==> config.mk <==
export PLATFORM = sky130hd
export DESIGN_NAME = alu_seq
export DESIGN_NICKNAME = d
export VERILOG_FILES = /design/src/rtl/alu_pkg.sv /design/src/rtl/alu_mul_iter.sv /design/src/rtl/alu_seq.sv
export SDC_FILE = /design/constraint.sdc
export NUM_CORES = 1
export LEC_CHECK = 0
export CAP_MARGIN = 20
export CORE_MARGIN = 2
export CORE_UTILIZATION = 43
export DETAILED_ROUTE_END_ITERATION = 10
export GPL_TIMING_DRIVEN = 0
export PLACE_DENSITY = 0.7
export SLEW_MARGIN = 20
export SYNTH_ARGS = -nofsm -noshare
export SYNTH_HDL_FRONTEND = slang
export SYNTH_SLANG_ARGS = --single-unit
==> constraint.sdc <==
create_clock -name clk -period 2.5 [get_ports clk]
set_input_delay 0.25 -clock clk [delete_from_list [all_inputs] [get_ports clk]]
set_output_delay 0.25 -clock clk [all_outputs]
set_load 0.005 [all_outputs]
==> src/rtl/alu_pkg.sv <==
// Shared definitions for the sequential ALU: opcodes, FSM states and the
// flag computation used by both the single-cycle and multiply result paths.
package alu_pkg;

  // Widest operand the flag helper has to handle.
  localparam int MAX_W = 64;

  localparam logic [3:0] OP_ADD  = 4'd0;
  localparam logic [3:0] OP_SUB  = 4'd1;
  localparam logic [3:0] OP_AND  = 4'd2;
  localparam logic [3:0] OP_OR   = 4'd3;
  localparam logic [3:0] OP_XOR  = 4'd4;
  localparam logic [3:0] OP_SLL  = 4'd5;
  localparam logic [3:0] OP_SRL  = 4'd6;
  localparam logic [3:0] OP_SRA  = 4'd7;
  localparam logic [3:0] OP_SLTU = 4'd8;
  localparam logic [3:0] OP_SLT  = 4'd9;
  localparam logic [3:0] OP_MUL  = 4'd10;

  typedef enum logic [1:0] {
    IDLE = 2'd0,
    MUL  = 2'd1,
    DONE = 2'd2
  } state_t;

  typedef struct packed {
    logic zero;
    logic neg;
    logic carry;
    logic ovf;
    logic err;
  } flags_t;

  // Result is passed zero-extended to MAX_W; msb selects the sign bit of the
  // real operand width. carry is only meaningful for ADD/SUB, ovf for
  // ADD/SUB/MUL; every opcode above OP_MUL is illegal.
  function automatic flags_t calc_flags(input logic [3:0]       op,
                                        input logic [MAX_W-1:0] res,
                                        input logic [5:0]       msb,
                                        input logic             carry,
                                        input logic             ovf);
    flags_t f;
    f.zero  = (res == '0);
    f.neg   = res[msb];
    f.carry = ((op == OP_ADD) || (op == OP_SUB)) && carry;
    f.ovf   = ((op == OP_ADD) || (op == OP_SUB) || (op == OP_MUL)) && ovf;
    f.err   = (op > OP_MUL);
    return f;
  endfunction

endpackage

==> src/rtl/alu_mul_iter.sv <==
// Iterative shift-add unsigned multiplier. A start pulse loads the operands;
// one partial product is added per cycle for WIDTH cycles. done is high
// during the final iteration, so product is complete on the following cycle.
module alu_mul_iter #(
  parameter int WIDTH = 8
) (
  input  logic               clk,
  input  logic               rst,
  input  logic               start,
  input  logic [WIDTH-1:0]   a,
  input  logic [WIDTH-1:0]   b,
  output logic               busy,
  output logic               done,
  output logic [2*WIDTH-1:0] product
);

  localparam int CW = $clog2(WIDTH + 1);

  logic [2*WIDTH-1:0] mcand;
  logic [WIDTH-1:0]   mplier;
  logic [2*WIDTH-1:0] acc;
  logic [CW-1:0]      cnt;

  assign busy    = (cnt != '0);
  assign done    = busy && (cnt == CW'(1));
  assign product = acc;

  // Load on start, otherwise add-and-shift one multiplier bit per cycle.
  always_ff @(posedge clk or posedge rst) begin
    if (rst) begin
      mcand  <= '0;
      mplier <= '0;
      acc    <= '0;
      cnt    <= '0;
    end else if (start) begin
      mcand  <= {{WIDTH{1'b0}}, a};
      mplier <= b;
      acc    <= '0;
      cnt    <= CW'(WIDTH);
    end else if (busy) begin
      if (mplier[0]) begin
        acc <= acc + mcand;
      end
      mcand  <= mcand << 1;
      mplier <= mplier >> 1;
      cnt    <= cnt - CW'(1);
    end
  end

endmodule

==> src/rtl/alu_seq.sv <==
// Registered ALU with a valid/ready front and back end. Single-cycle ops
// write the output register on the edge after acceptance; MUL runs through
// the iterative multiplier and lands WIDTH+1 edges after acceptance.
//
// Handshake: a transfer happens on any edge where valid && ready is high.
// The producer holds its payload until then; the output register holds
// result and flags stable while out_valid && !out_ready. in_ready depends
// combinationally on out_ready only, never on in_valid.
module alu_seq
  import alu_pkg::*;
#(
  parameter int WIDTH = 8
) (
  input  logic             clk,
  input  logic             rst,
  input  logic             in_valid,
  output logic             in_ready,
  input  logic [3:0]       op,
  input  logic [WIDTH-1:0] a,
  input  logic [WIDTH-1:0] b,
  output logic             out_valid,
  input  logic             out_ready,
  output logic [WIDTH-1:0] result,
  output logic             zero,
  output logic             neg,
  output logic             carry,
  output logic             ovf,
  output logic             err,
  output state_t           dbg_state
);

  localparam int SHW = $clog2(WIDTH);
  localparam logic [5:0] MSB = 6'(WIDTH - 1);

  state_t             state;
  flags_t             flags_q;
  logic               accept;
  logic               mul_start;
  logic               mul_busy;
  logic               mul_done;
  logic [2*WIDTH-1:0] mul_prod;

  logic [WIDTH:0]     sum_ext;
  logic [WIDTH:0]     diff_ext;
  logic [SHW-1:0]     shamt;
  logic [WIDTH-1:0]   alu_r;
  logic               alu_c;
  logic               alu_v;
  logic [MAX_W-1:0]   alu_r_ext;
  logic [MAX_W-1:0]   mul_r_ext;
  flags_t             alu_f;
  flags_t             mul_f;

  assign in_ready  = (state == IDLE) && (!out_valid || out_ready);
  assign accept    = in_valid && in_ready;
  assign mul_start = accept && (op == OP_MUL);

  assign zero      = flags_q.zero;
  assign neg       = flags_q.neg;
  assign carry     = flags_q.carry;
  assign ovf       = flags_q.ovf;
  assign err       = flags_q.err;
  assign dbg_state = state;

  alu_mul_iter #(
    .WIDTH(WIDTH)
  ) u_mul (
    .clk     (clk),
    .rst     (rst),
    .start   (mul_start),
    .a       (a),
    .b       (b),
    .busy    (mul_busy),
    .done    (mul_done),
    .product (mul_prod)
  );

  // Single-cycle datapath: result plus raw carry/overflow for the current op.
  always_comb begin
    sum_ext  = {1'b0, a} + {1'b0, b};
    diff_ext = {1'b0, a} - {1'b0, b};
    shamt    = b[SHW-1:0];
    alu_r    = '0;
    alu_c    = 1'b0;
    alu_v    = 1'b0;
    case (op)
      OP_ADD: begin
        alu_r = sum_ext[WIDTH-1:0];
        alu_c = sum_ext[WIDTH];
        alu_v = (a[WIDTH-1] == b[WIDTH-1]) && (alu_r[WIDTH-1] != a[WIDTH-1]);
      end
      OP_SUB: begin
        alu_r = diff_ext[WIDTH-1:0];
        alu_c = diff_ext[WIDTH];
        alu_v = (a[WIDTH-1] != b[WIDTH-1]) && (alu_r[WIDTH-1] != a[WIDTH-1]);
      end
      OP_AND:  alu_r = a & b;
      OP_OR:   alu_r = a | b;
      OP_XOR:  alu_r = a ^ b;
      OP_SLL:  alu_r = a << shamt;
      OP_SRL:  alu_r = a >> shamt;
      OP_SRA:  alu_r = $signed(a) >>> shamt;
      OP_SLTU: alu_r[0] = (a < b);
      OP_SLT:  alu_r[0] = ($signed(a) < $signed(b));
      default: alu_r = '0;
    endcase
    alu_r_ext = '0;
    alu_r_ext[WIDTH-1:0] = alu_r;
    alu_f = calc_flags(op, alu_r_ext, MSB, alu_c, alu_v);
  end

  // Multiply result path: low half is the result, a nonzero high half is ovf.
  always_comb begin
    mul_r_ext = '0;
    mul_r_ext[WIDTH-1:0] = mul_prod[WIDTH-1:0];
    mul_f = calc_flags(OP_MUL, mul_r_ext, MSB, 1'b0, |mul_prod[2*WIDTH-1:WIDTH]);
  end

  // Control FSM and output register; a new result load wins over retiring.
  always_ff @(posedge clk or posedge rst) begin
    if (rst) begin
      state     <= IDLE;
      out_valid <= 1'b0;
      result    <= '0;
      flags_q   <= '0;
    end else begin
      case (state)
        IDLE: begin
          if (accept && (op != OP_MUL)) begin
            out_valid <= 1'b1;
            result    <= alu_r;
            flags_q   <= alu_f;
          end else if (out_valid && out_ready) begin
            out_valid <= 1'b0;
          end
          if (mul_start) begin
            state <= MUL;
          end
        end
        MUL: begin
          if (mul_busy && mul_done) begin
            state <= DONE;
          end
        end
        DONE: begin
          out_valid <= 1'b1;
          result    <= mul_prod[WIDTH-1:0];
          flags_q   <= mul_f;
          state     <= IDLE;
        end
        default: state <= IDLE;
      endcase
    end
  end

endmodule

# After elaboration in Yosys (flattened, before gate mapping)

Cells that the tools add are included.

Add/subtract/negate cells: 4
$mul: 0
Divide/modulo/power cells: 0
Order comparisons: 3
Equal/unequal tests: 22
Shift operators: 3
Muxes and demuxes: 23
Bitwise logic cells: 3
Reductions and logical operators: 28

Operators by type and width:

| kind                 | number |
|---|---|
| $mux W16             | 5 |
| $pmux W7 S8          | 1 |
| $mux W8              | 3 |
| $add A16 B16 Y16     | 1 |
| $eq A4 B3 Y1 const B | 4 |
| $logic_not A8 Y1     | 2 |
| $lt A8 B8 Y1         | 2 |
| $pmux W8 S2          | 1 |
| $eq A4 B4 Y1 const B | 3 |
| $logic_and A1 B1 Y1  | 11 |
| $pmux W1 S10         | 1 |
| $pmux W5 S2          | 1 |
| $add A8 B8 Y9        | 1 |
| $sub A8 B8 Y9        | 1 |
| $and A8 B8 Y8        | 1 |
| $eq A4 B1 Y1 const B | 2 |
| $eq A4 B2 Y1 const B | 2 |
| $mux W4              | 2 |
| $or A8 B8 Y8         | 1 |
| $reduce_and A2 Y1    | 4 |
| $reduce_or A8 Y1     | 1 |
| $shl A8 B3 Y8        | 1 |
| $shr A8 B3 Y8        | 1 |
| $sshr A8 B3 Y8       | 1 |
| 22 further kinds     | 33 |

Register bits after elaboration: 60
Bits in latches: 0
Memory bits (writable): 0
ROM bits: 0
Input port bits: 24
Output and inout port bits: 17
Logic and storage cells: 98
Memories kept: 0

# Longest topological paths before layout

Depth in word-level cells: 7
Mapped depth: 11
Mapped depth without buffers: 11

# Cells and area by module

From an unflattened synthesis, not the netlist that was laid out.

Cells, all modules: 621
Area, all modules: 5245.0 µm²

By module, submodules not included:

| module       | times used | cells each | area an instance (µm²) | sequential area each (µm²) |
|---|---|---|---|---|
| alu_seq      | 1          | 342        | 2677.6                 | 375.4 |
| alu_mul_iter | 1          | 279        | 2567.5                 | 1101.1 |

# Worst setup path after synthesis

No wires, ideal clock.

Path kind: input to register
Start: input port b[1]
End: register flags_q (netlist bit zero)
Library setup time: 65 ps
Arrival time: 2381 ps
Required time: 2435 ps
Setup slack: 54 ps
Stages on the path: 11
Path buffers: 2
Path through: buf_2 -> buf_2 -> inv_1 -> fa_1 -> nor3b_1 -> nor3_1 -> o31ai_1 -> xnor2_1 -> a211oi_1 -> and4_1 -> a31o_1

Word-level cells in the longest chain between the ends: 5
Elaborated cells on any way between the ends: 15
Those cells by class: add/sub: 2; order compare: 2; shift: 3; mux: 4; bitwise: 3; reduce/logical: 1

Ends and longest elaborated chain:

| element                                            | RTL line       | source |
|---|---|---|
| from (decl)                                        | alu_seq.sv:20  | `input logic [WIDTH-1:0] b,` |
| $sub A8 B8 Y9 (tied with other cells)              | alu_seq.sv:81  | `diff_ext = {1'b0, a} - {1'b0, b};` |
| $pmux W7 S8 / $pmux W1 S10 (equally long branches) | alu_seq.sv:86  | `case (op)` |
| $logic_not A8 Y1 *                                 | alu_pkg.sv:43  | `f.zero = (res == '0);` |
| $mux W5 *                                          | alu_seq.sv:129 | `if (accept && (op != OP_MUL)) begin` |
| $pmux W5 S2 *                                      | alu_seq.sv:127 | `case (state)` |
| to (signal assigned)                               | alu_seq.sv:132 | `flags_q <= alu_f;` |
| to (signal assigned)                               | alu_seq.sv:148 | `flags_q <= mul_f;` |
| to (decl)                                          | alu_seq.sv:36  | `flags_t flags_q;` |

Mark *: on every way between the ends. The rest lies on a longest branch, timed or not. The select of a mux whose other input is x is not followed.
A chain may end at the register's enable or synchronous reset.

# Worst setup path after layout

Start: register u_mul.mcand[3]
End: register u_mul.acc[15] (netlist: u_mul.product[15])

Word-level cells in the longest chain between the ends: 4

Ends and longest elaborated chain:

| element                | RTL line           | source |
|---|---|---|
| from (decl)            | alu_mul_iter.sv:19 | `logic [2*WIDTH-1:0] mcand;` |
| from (signal assigned) | alu_mul_iter.sv:36 | `mcand <= {{WIDTH{1'b0}}, a};` |
| from (signal assigned) | alu_mul_iter.sv:44 | `mcand <= mcand << 1;` |
| $add A16 B16 Y16       | alu_mul_iter.sv:42 | `acc <= acc + mcand;` |
| $mux W16               | alu_mul_iter.sv:41 | `if (mplier[0]) begin` |
| $mux W16               | alu_mul_iter.sv:40 | `end else if (busy) begin` |
| $mux W16               | alu_mul_iter.sv:35 | `end else if (start) begin` |
| to (signal assigned)   | alu_mul_iter.sv:42 |  |
| to (decl)              | alu_mul_iter.sv:21 | `logic [2*WIDTH-1:0] acc;` |

Every way passes these cells. The select of a mux whose other input is x is not followed.

==> metrics.cfg <==
[power_and_ir_drop]
power.share.clock = 0.241
seq_power_share = 0.303
p_int_uw = 3410
switching_share = 0.385
p_leak_uw = 0.00278
share_comb_of_total_power = 0.456
powerDensity_nw_per_um2 = 850
peakVddDrop_mv = 0.369
p_switching_uw = 2130

[logic_synthesis]
synth_top_area_cell = dfrtp_1
synth_area_um2 = 5160
syn_nets = 693
synth_area_leaders = dfrtp_1, ha_1, nand2_1, a21oi_1, mux4_2
synthTopCellsByCount = nand2_1, dfrtp_1, nor2_1
seq_area_frac_synth = 0.286
yosysWarnings = 0
yosysTopAreaCellShare = 0.286
synth-seq-cells = 59
synth_edf_count = 0
synth.most_common_cell = nand2_1
syn_avg_cell_area_um2 = 8.30
synthArstFlopShare = 1.00
synth_ff_type = dfrtp_1
ys_types = 77
syn_inst = 622

[sta]
finalMaxSlewViolations = 0
holdWs_ns = 0.183
finalHoldViolCount = 0
rsz0062_at_grt = true
period_minus_slack_ns = 2.52
fin_skew_ns = 0.00810
fmax_mhz = 397
slew_headroom = 0.615
finalSetupViolations = 1
fin_crit_sh = 1.01
fin_ws_ns = -0.0195
worst_pin_slew_ns = 0.577

[placed_design]
placed_cell_area_um2 = 5780
port_buffers = 40
pre_cts_ws_ns = -1.19
hpwl_um = 12000
gp_congestion = 0.952
place_inst = 810

[clock_tree]
cts_root_buffer = clkbuf_16
cts_max_level = 3
clk_latency_ns = 0.33
cts_tree = yes
cts_buffer_depth = 2
clkTransAtPathRegs_ns = 0.06
cts_made_buffers = 9
cts.hold.buffers_added = 0
cts_sinks = 59

[worst_setup_path]
worstRegToRegCells = 8
max_stage_delay_ns = 0.52
required_ns = 2.77
crit_path_end_kind = register
cp-start-kind = register
crit_start = u_mul.mcand[3]$_DFFE_PP0P_
crit_type = register to register
ff2ff_setup_slack_ns = -0.02
r2r_start = u_mul.mcand[3]$_DFFE_PP0P_
slowest_stage = or4b_4
critical_path.endpoint = u_mul.product[15]$_DFFE_PP0P_
cp_cell_sequence = ha_4 -> o211ai_2 -> o211a_1 -> or4b_4 -> a21oi_4 -> nor3_2 -> or4b_1 -> nand2_1
path_max_fanout = 4
r2r-end = u_mul.product[15]$_DFFE_PP0P_
worstPathArrival_ns = 2.79

[cells_and_area]
multiInputGateArea_um2 = 3640
fin_util = 0.550
drive_above_1_share = 0.187
seq_area_um2 = 1490
num_antenna_cells = 0
n_fill_cell = 1080
finalNonFillerCells = 843
area_delta_synth_final_pct = 26.3
final_area_um2 = 6520
final_net_count = 762

[drt]
firstDrtPassIters = 5
drt-initial-drc-count = 495
drt_wl_total_um = 16500
drtAntennaViolNets = 0
wire_per_inst_um = 19.6
vias_per_cell = 6.13
vias = 5169
drc = 0

[job]
maxCapViolCount = 0

[floorplanning]
die_area_um2 = 12900
die_w_um = 114
fp-row-count = 40
start_util = 0.435
io-pin-count = 41
core_um2 = 11900
die_y_um = 114

[status]
outcome = finished, violations left
violations = setup timing

[global_routing]
antenna_found_initial = 0
gr-total-overflow = 0
grt_pass1_wl_um = 26100
grt_start_max_net_pins = 49
grt_use_total = 0.257
grt_pass1_vias = 4884

[hold_path]
hold_path.class = input pin to asynchronous set/reset pin

-- registers in the layout (all words and copies together) (netlist names) --
name and flops:
u_mul.mcand 16, u_mul.product 16, result 8, u_mul.mplier 8, u_mul.cnt 4, dbg_state 2
carry 1, err 1, out_valid 1, ovf 1, zero 1
-- worst min path at each step --
stage | startpoint | depth (start not counted) | slack [ns] | end
detailed placement | result[0]$_DFFE_PP0P_ | 2 | 0.50 | result[0]$_DFFE_PP0P_
floorplan | a[1] | 2 | 0.41 | u_mul.mcand[1]$_DFFE_PP0P_
global placement | result[6]$_DFFE_PP0P_ | 2 | 0.50 | result[6]$_DFFE_PP0P_
global route | rst | 2 | 0.20 | u_mul.product[11]$_DFFE_PP0P_
finish | rst | 2 | 0.18 | u_mul.product[11]$_DFFE_PP0P_
CTS | rst | 2 | 0.18 | u_mul.product[10]$_DFFE_PP0P_
-- layout make-up --
type | instances | area share
Sequential cell | 59 | 0.228
Tap cell | 147 | 0.0282
Clock buffer | 12 | 0.0378
Buffer | 34 | 0.0309
Clock inverter | 4 | 0.0113
Inverter | 33 | 0.0200
Timing Repair Buffer | 62 | 0.0857
Multi-Input combinational cell | 492 | 0.558
-- critical path: cells and delay by family, from the launching register on --
| kind | cells | cell delay [ns] |
|---|---|---|
| adder cells (fa/ha/maj) | 1 | 0.31 |
| flip-flops | 1 | 0.45 |
| AO/OA/AOI/OAI | 3 | 0.55 |
| AND/OR/NAND/NOR | 4 | 1.14 |
-- power by group through the flow --
stage	Clock (uW)	Sequential (uW)	Combinational (uW)
after global routing	1400	1720	2810
after CTS	1350	1650	2360
after detailed placement	0	1660	2250
after global placement	0	1650	2180
after floorplan	0	1550	1560
final	1340	1680	2530
-- layer usage --
metal	global-route usage	vias up	wire [um]	part of all wire
met5	0	-	0	0
met4	0.0805	0	336	0.020
met3	0.0436	26	909	0.055
met2	0.390	206	7440	0.45
met1	0.376	2523	7820	0.47
li1	-	2414	-	-
-- kinds of logic (layout without fill, tap and decap cells) --
| kind of cell | Yosys count | in the layout | share of synthesized area |
|---|---|---|---|
| AND/OR/NAND/NOR | 230 | 230 | 0.220 |
| buffers and inverters | 71 | 145 | 0.0574 |
| AO/OA/AOI/OAI | 183 | 183 | 0.238 |
| flip-flops | 59 | 59 | 0.286 |
| multiplexers | 18 | 18 | 0.0569 |
| adder cells (fa/ha/maj) | 47 | 47 | 0.118 |
| XOR/XNOR | 14 | 14 | 0.0237 |
-- through the flow --
stage	TNS, ns	total power (uW)
global placement	-34.40	3830
CTS	-0.0584	5360
finish	-0.0195	5550
detailed placement	-20.82	3910
floorplan	0	3110
global route	-0.120	5930
-- cells in the final DEF (no fill, tap or decap), drive strengths merged, types with 12 or more instances in the layout --
cell type       n
a211oi         14
a21oi          44
a31oi          19
buf            32
clkbuf         41
clkdlybuf4s50  30
dfrtp          59
ha             44
inv            32
nand2          87
nand3          12
nor2           46
nor3           20
o21ai          32
-- what timing repair did --
item,in CTS,in global routing
pin swaps,4,13
buffers inserted,7,14
gates cloned,0,0
endpoints found under the setup margin,32,56
gates resized for setup,40,63
No activity file was read; power rests on OpenSTA's default activity.
